File: src/rtl/sfilt_pkg.sv
// Shared definitions for the serial-filter command sequencer.
// Holds the beat command codes, the sequencer FSM state encoding and the
// operand widths used by sfilt_seq and its coefficient table.
package sfilt_pkg;

    localparam int DATA_W  = 32;
    localparam int COEF_W  = 32;
    localparam int SHAMT_W = 7;

    localparam logic [1:0] CMD_FIRST = 2'd0;
    localparam logic [1:0] CMD_MAC   = 2'd1;
    localparam logic [1:0] CMD_SHIFT = 2'd2;
    localparam logic [1:0] CMD_OUT   = 2'd3;

    typedef enum logic [1:0] {
        IDLE  = 2'd0,
        MAC   = 2'd1,
        SHIFT = 2'd2,
        FLUSH = 2'd3
    } state_t;

endpackage

File: src/rtl/sfilt_coef_ram.sv
// NTAPS x COEF_W coefficient register file for the filter sequencer.
// Ports:
//   clk, rst      clock, synchronous active-high clear of every entry
//   we            write enable (already qualified by the caller)
//   waddr, wdata  write index and signed coefficient
//   raddr         asynchronous read index
//   rdata         coefficient at raddr
module sfilt_coef_ram
    import sfilt_pkg::*;
#(
    parameter int NTAPS = 8,
    parameter int AW    = $clog2(NTAPS)
) (
    input  logic          clk,
    input  logic          rst,
    input  logic          we,
    input  logic [AW-1:0] waddr,
    input  logic [31:0]   wdata,
    input  logic [AW-1:0] raddr,
    output logic [31:0]   rdata
);

    logic signed [COEF_W-1:0] mem [NTAPS];

    always_ff @(posedge clk) begin
        if (rst) begin
            for (int k = 0; k < NTAPS; k++) mem[k] <= '0;
        end else if (we) begin
            mem[waddr] <= wdata;
        end
    end

    assign rdata = mem[raddr];

endmodule

File: src/rtl/sfilt_seq.sv
// Command sequencer feeding the serial filter. Each accepted sample is
// shifted into an NTAPS-deep delay line and produces one frame of
// NTAPS+2 beats: first-mult, NTAPS-1 mult-accumulates, shift/round, output.
// Ports:
//   clk, rst        clock, synchronous active-high reset
//   pushin, din     sample valid / signed sample (one-entry hold buffer)
//   shamt           shift amount, captured when a frame starts
//   cwe, caddr,     coefficient write port, honoured only while idle
//   cdata
//   pushout, cmd,   registered beat stream toward the filter
//   q, h
//   busy            frame in progress or sample waiting in the hold
//   ovf             pulse: incoming sample dropped (hold already full)
//   cerr            pulse: coefficient write rejected
module sfilt_seq
    import sfilt_pkg::*;
#(
    parameter int NTAPS = 8,
    parameter int AW    = $clog2(NTAPS)
) (
    input  logic          clk,
    input  logic          rst,
    input  logic          pushin,
    input  logic [31:0]   din,
    input  logic [6:0]    shamt,
    input  logic          cwe,
    input  logic [AW-1:0] caddr,
    input  logic [31:0]   cdata,
    output logic          pushout,
    output logic [1:0]    cmd,
    output logic [31:0]   q,
    output logic [31:0]   h,
    output logic          busy,
    output logic          ovf,
    output logic          cerr
);

    localparam logic [AW-1:0] LAST_TAP = AW'(NTAPS - 1);
    localparam logic [AW:0]   NTAPS_W  = (AW+1)'(NTAPS);

    state_t                   state, state_nx;
    logic [AW-1:0]            tap, tap_nx;
    logic                     pushout_nx;
    logic [1:0]               cmd_nx;
    logic [31:0]              q_nx, h_nx;
    logic                     start;

    logic signed [DATA_W-1:0] x [NTAPS];
    logic signed [DATA_W-1:0] hold;
    logic                     hold_vld;
    logic [SHAMT_W-1:0]       shamt_r;
    logic [31:0]              coef_rd;
    logic                     cwr_bad;
    logic                     cwr_ok;

    assign busy    = (state != IDLE) || hold_vld;
    // The table is frozen from the moment a held sample is pending, so a
    // frame always sees one consistent coefficient set.
    assign cwr_bad = cwe && (busy || ({1'b0, caddr} >= NTAPS_W));
    assign cwr_ok  = cwe && !cwr_bad;

    sfilt_coef_ram #(
        .NTAPS (NTAPS),
        .AW    (AW)
    ) u_coef (
        .clk   (clk),
        .rst   (rst),
        .we    (cwr_ok),
        .waddr (caddr),
        .wdata (cdata),
        .raddr (tap),
        .rdata (coef_rd)
    );

    always_comb begin
        state_nx   = state;
        tap_nx     = tap;
        pushout_nx = 1'b0;
        cmd_nx     = cmd;
        q_nx       = q;
        h_nx       = h;
        start      = 1'b0;
        case (state)
            IDLE: begin
                if (hold_vld) begin
                    start    = 1'b1;
                    tap_nx   = '0;
                    state_nx = MAC;
                end
            end
            MAC: begin
                pushout_nx = 1'b1;
                cmd_nx     = (tap == '0) ? CMD_FIRST : CMD_MAC;
                q_nx       = x[tap];
                h_nx       = coef_rd;
                if (tap == LAST_TAP) begin
                    tap_nx   = '0;
                    state_nx = SHIFT;
                end else begin
                    tap_nx = tap + 1'b1;
                end
            end
            SHIFT: begin
                pushout_nx = 1'b1;
                cmd_nx     = CMD_SHIFT;
                q_nx       = '0;
                h_nx       = {{(32-SHAMT_W){1'b0}}, shamt_r};
                state_nx   = FLUSH;
            end
            FLUSH: begin
                pushout_nx = 1'b1;
                cmd_nx     = CMD_OUT;
                q_nx       = '0;
                h_nx       = '0;
                state_nx   = IDLE;
            end
            default: state_nx = IDLE;
        endcase
    end

    // Control state and registered beat outputs
    always_ff @(posedge clk) begin
        if (rst) begin
            state   <= IDLE;
            tap     <= '0;
            pushout <= 1'b0;
            cmd     <= CMD_FIRST;
            q       <= '0;
            h       <= '0;
        end else begin
            state   <= state_nx;
            tap     <= tap_nx;
            pushout <= pushout_nx;
            cmd     <= cmd_nx;
            q       <= q_nx;
            h       <= h_nx;
        end
    end

    // Hold buffer, delay line and error pulses
    always_ff @(posedge clk) begin
        if (rst) begin
            hold_vld <= 1'b0;
            hold     <= '0;
            shamt_r  <= '0;
            ovf      <= 1'b0;
            cerr     <= 1'b0;
            for (int k = 0; k < NTAPS; k++) x[k] <= '0;
        end else begin
            cerr <= cwr_bad;
            // A sample arriving on the edge that empties the hold refills it.
            ovf  <= pushin && hold_vld && !start;
            if (start) begin
                x[0] <= hold;
                for (int k = 1; k < NTAPS; k++) x[k] <= x[k-1];
                shamt_r <= shamt;
            end
            if (pushin && (!hold_vld || start)) begin
                hold     <= din;
                hold_vld <= 1'b1;
            end else if (start) begin
                hold_vld <= 1'b0;
            end
        end
    end

endmodule

File: config.mk
export PLATFORM = sky130hd
export DESIGN_NAME = sfilt_seq
export DESIGN_NICKNAME = d
export VERILOG_FILES = /design/src/rtl/sfilt_pkg.sv /design/src/rtl/sfilt_coef_ram.sv /design/src/rtl/sfilt_seq.sv
export SDC_FILE = /design/constraint.sdc
export NUM_CORES = 1
export LEC_CHECK = 0
export ABC_CLOCK_PERIOD_IN_PS = 6500
export CAP_MARGIN = 20
export CORE_ASPECT_RATIO = 2
export CORE_UTILIZATION = 54
export DETAILED_ROUTE_END_ITERATION = 16
export PLACE_DENSITY = 0.79
export REMOVE_ABC_BUFFERS = 1
export SLEW_MARGIN = 15
export SYNTH_ARGS = -nofsm -noshare
export SYNTH_HDL_FRONTEND = slang
export SYNTH_HIERARCHICAL = 1
export SYNTH_SLANG_ARGS = --single-unit
File: constraint.sdc
create_clock -name clk -period 6.5 [get_ports clk]
set_input_delay 0.65 -clock clk [delete_from_list [all_inputs] [get_ports clk]]
set_output_delay 0.65 -clock clk [all_outputs]
set_load 0.01 [all_outputs]
Word-level counts from Yosys, hierarchy flattened

Memories as Yosys holds them, arrays and structs flattened. A register that Yosys moved wholly into a read port is not among the register bits.
Cells that the tools add are included.

Register bits after elaboration: 114
Bits in writable memories: 512
Input bits: 78
Output and inout port bits: 70
Logic and storage cells: 88
Memories: 2

Memory list:

| name       | depth | width | rd ports | clocked after Yosys merged registers in | wr ports | RTL line             | source |
|---|---|---|---|---|---|---|---|
| u_coef.mem | 8     | 32    | 1        | 1                                       | 8        | sfilt_coef_ram.sv:23 | `logic signed [COEF_W-1:0] mem [NTAPS];` |
| x          | 8     | 32    | 8        | 1                                       | 8        | sfilt_seq.sv:48      | `logic signed [DATA_W-1:0] x [NTAPS];` |

Add/subtract/negate cells: 1
Eq/ne operators: 6
Muxes and demuxes: 38
Bitwise operators: 8
Reductions and logical operators: 22

Operator list:

| kind                | number |
|---|---|
| $mux 32             | 9 |
| $pmux 32 s3         | 1 |
| $pmux 32 s2         | 1 |
| $reduce_or 32->1    | 1 |
| $mux 3              | 7 |
| $mux 1              | 15 |
| $or 1x1->1          | 8 |
| $pmux 2 s4          | 1 |
| $reduce_bool 2->1   | 4 |
| $pmux 2 s3          | 1 |
| $pmux 3 s2          | 1 |
| $logic_and 1x1->1   | 5 |
| $eq 2x2->1 const B  | 2 |
| $mux 2              | 2 |
| $ne 2x2->1 const B  | 2 |
| $reduce_and 2->1    | 2 |
| $add 3x1->3 const B | 1 |
| $eq 3x3->1 const B  | 1 |
| $logic_not 1->1     | 3 |
| $logic_not 3->1     | 1 |
| $reduce_bool 3->1   | 1 |
| $reduce_or 3->1     | 1 |
| $eq 2x1->1 const B  | 1 |
| $logic_not 2->1     | 1 |
| 2 further kinds     | 3 |

Longest topological paths before layout

Word-level depth: 10
Gate-level depth with buffers: 9
Depth with buffers taken out: 7

Modules after synthesis

Netlist, hierarchy kept.

Modules (own cells, without submodules):

| module         | instances | cells an instance | area an instance (µm²) | seq. area each (µm²) |
|---|---|---|---|---|
| sfilt_seq      | 1         | 1181              | 15542.4                | 10029.6 |
| sfilt_coef_ram | 1         | 729               | 11579.9                | 7687.4 |

Worst setup path before layout

Ideal clock, no wire load.

Path kind: input -> register
Start: input rst
End: memory x[0][0] (enable)
Library setup time: 606 ps
Data arrival time: 6002 ps
Data required time: 5894 ps
Slack: -107 ps
Stages on the path: 3
Buffers on the path: 1
Cell sequence: clkbuf_1 -> a21oi_1 -> inv_1

RTL lines:

| item            | RTL line        | source |
|---|---|---|
| start, declared | sfilt_seq.sv:22 | `input logic rst,` |
| end, declared   | sfilt_seq.sv:48 |  |

==> results list <==
* Most frequent standard cell in the layout excluding fill and tap cells: sky130_fd_sc_hd__edfxtp_1
- Including well taps, the total number of placed cells is between 2000 and 3000.
* # Max-Cap Violations: 0
- Status: completed
* Remaining antenna violation count after routing: 0
- RSZ-0062 raised after global routing: false
- The number of global-route vias before repair was 16334.
* Peak supply drop: approximately 0.30 mV
* Number of post-CTS setup repair buffers: 0
* Net Sw Frac: 26.6%
- In the global route stage, overall resource usage came out at 23.6%.
* Die span in x: between 150 and 200 um
- The first global-routing pass estimated 93.0 mm of wire.
- Inserted Clock Buffers: 54
- The max-slew violation count is 0.
* Most area-consuming cells after synthesis: sky130_fd_sc_hd__edfxtp_1, sky130_fd_sc_hd__dfxtp_1, sky130_fd_sc_hd__mux4_1, sky130_fd_sc_hd__nor3_1, sky130_fd_sc_hd__and2_1
- After clock tree synthesis, the flow added hold-fix buffers numbering 0.
- From bottom edge to top edge, the die measures 319 um.
- At the end of routability-driven placement, the weighted congestion stood at 0.781.
* Worst Tran Pin Value: 1.08 ns
- Hold Path Class: reg2reg
- Share of post-route cells with drive strength above 1: between 10 and 15%
* Required time worst endpoint: 6.79 ns
* CTS max path bufs: 3
- Fraction of power consumed by sequential logic: 48.8%
- Cell variety after synth: 37
* Post-detailed-route via-to-cell ratio: 6.00
* Count of vias placed by the detailed router: 16012
- The clock drives about 630 sinks.
* Clock latency of the later-clocked register in the worst-skew pair: ~0.6 ns
* Clk_skew: 0.0102 ns
- Most frequent cells in the layout: sky130_fd_sc_hd__edfxtp_1, sky130_fd_sc_hd__nor3_1, sky130_fd_sc_hd__and2_1
* Nets@finish: 2066
- Detail Placement HPWL: 34.9 mm
* Type of the worst setup path: reg2reg
- The finished cells cover slightly above 30000 sq um.
- The count of cells in the finished layout, fillers not included, comes to 2670.
- The average instance in the mapped netlist occupies 14.2 sq um.
- Data arrival, critical path: slightly above 4 ns
- Subtracting the final worst setup slack from the clock period gives 3.74 ns.
* Share of the yosys chip area belonging to registers: 65.3%
- For this run, design rule violations remaining after detail routing come to 0.
- Row generation in the floorplan step produced ~120 rows.
- The initial antenna violation count was 0.
* Core outline area: 49400 sq um
* Net load switching power: between 0.002 and 0.003 W
* Cell area reported after detailed placement: roughly 29000 sq um
* Cells resized by post-CTS repair: 0
- Combined area of all synthesized cells: 27100 sq um
- Number of port buffers: ~150
- Dividing the detail-routed wire length by the instance count gives 22.3 um.
- Starting Density: a little over half
* Seq cells post-synth: 629
- For this run, the number of Yosys warnings is 6.
- Along the worst hold path, the cell count comes to 2.
* Lkg Pwr: roughly 10 nW
- Maximum fanout along the worst path: 86
- Number of I/O pins: roughly 150
- Measured in cells, the most critical reg-to-reg path has a length of 8.
- Power density cells: between 300 and 400 nW/um^2
- Design internal power: 0.00773 W
* Die area: 51200 sq um
- TritonCTS clock tree: yes
* Clock network power share: 33.4%
* Combinational share of power: 17.8%
- First-pass detailed-route iteration total: 5
- The total count of hold-check failures in the final report is 0.
- The largest total area in the synthesized netlist belongs to sky130_fd_sc_hd__edfxtp_1.
* Root cell of the clock tree: sky130_fd_sc_hd__clkbuf_16
- Kind of launch point of the worst setup path: register
- Entering global routing, the biggest net connects 142 pins.
- After layout, the design draws a total of ~0.011 W.
- CTS clk-pin slew, worst paths: roughly 0.06 ns
- Fmax: 267 MHz
- The final critical path takes up between 50% and 60% of the cycle.
- In this run the number of H-tree levels came out at 2.
* Worst slew margin relative to its limit: 27.4%
- Synth top area share: 56.7%
- Gr ovfl total: 0
- Category of the worst setup path capture point: register
* Mapped Cells: approximately 1900
* Initial drt markers: 1292
* Final setup violation count: 0
* Layout overhead on the synthesized area: 14.0%
- Adding up every negative setup slack in the final design gives 0 ns.
* Wire length after detailed routing: 59.6 mm
## synthesized netlist by cell type, drive strengths merged
library cell and number:
or3b 8, nand2b 14, and2 195, clkinv 32, nand3b 1, dfxtp 117
clkbuf 92, inv 8, o211ai 21, a32oi 12, and4 1, mux2 32
a22o 7, mux4 96, o21ai 1, nor2 53, nor3 258, ha 8
nor3b 1, mux2i 66, a221oi 1, nand2 96, o21bai 8, buf 69
or2 2, a22oi 57, nor2b 68, edfxtp 512, a21oi 73, nand4 1
## layer usage
layer / GRT usage [%] / share of wire, %
met1: 29.5 / 39
met2: 41.4 / 52
met3: 2.89 / 5.4
met4: 9.29 / 3.5
met5: 0 / 0
## flip-flops by register name (all words and copies together) (netlist names), 2 cells and up, named ones only
register,cells
u_coef/mem,256
x,256
h,32
hold,32
q,32
shamt_r,7
tap,3
cmd,2
state,2
## stage by stage
stage | hold slack [ns] | util (%) | worst slack, ns
4_1_cts | 0.452 | 62.6 | 2.83
2_1_floorplan | 0.426 | - | 0.152
5_1_grt | 0.473 | 62.6 | 2.56
3_3_place_gp | 0.438 | 58.6 | 2.69
6_report | 0.450 | 62.6 | 2.76
3_5_place_dp | 0.443 | 58.6 | 2.58
## critical path, stage by stage, from the launching register on
cell and delay, ns:
sky130_fd_sc_hd__dfxtp_1 0.44, sky130_fd_sc_hd__inv_1 0.14, sky130_fd_sc_hd__ha_1 0.25, sky130_fd_sc_hd__nor2b_1 0.18, sky130_fd_sc_hd__and2_1 0.19, sky130_fd_sc_hd__nand3b_1 0.77
sky130_fd_sc_hd__buf_4 0.46, sky130_fd_sc_hd__buf_4 0.78, sky130_fd_sc_hd__nor3_1 0.14
## logic make-up after synthesis
kind of cell / Yosys count / share of synthesized area (%)
compound gates: 180 / 4.39
fa+ha+maj: 8 / 0.369
buf+inv: 201 / 3.74
flops: 629 / 65.3
mux: 194 / 12.5
simple gates: 698 / 13.6
## power groups by stage
stage	clock (W)	sequential [W]	combinational [W]
2_1_floorplan	0	0.00530	0.00105
3_3_place_gp	0	0.00519	0.00183
3_5_place_dp	0	0.00522	0.00189
4_1_cts	0.00357	0.00514	0.00190
5_1_grt	0.00369	0.00519	0.00201
6_report	0.00351	0.00514	0.00188
## final timing paths
check	startpoint	end	slack (ns)
min reg2reg	hold[17]$_SDFFE_PP0P_	hold[17]$_SDFFE_PP0P_	0.45
min	hold[17]$_SDFFE_PP0P_	hold[17]$_SDFFE_PP0P_	0.45
max reg2reg	state[1]$_SDFFE_PP0P_	u_coef/mem[5][11]$_SDFFCE_PN0P_	2.76
max	state[1]$_SDFFE_PP0P_	u_coef/mem[5][11]$_SDFFCE_PN0P_	2.76
## cell type report
cell class	instances	area [sq um]
sequential	629	17700
antenna	1	2.50
tap	643	805
fill	3651	18400
clock buffer	75	1580
multi-input combinational	1080	8530
inverter	40	158
clock inverter	27	379
timing repair buffer	175	1740
(Power assumes the default switching activity.)
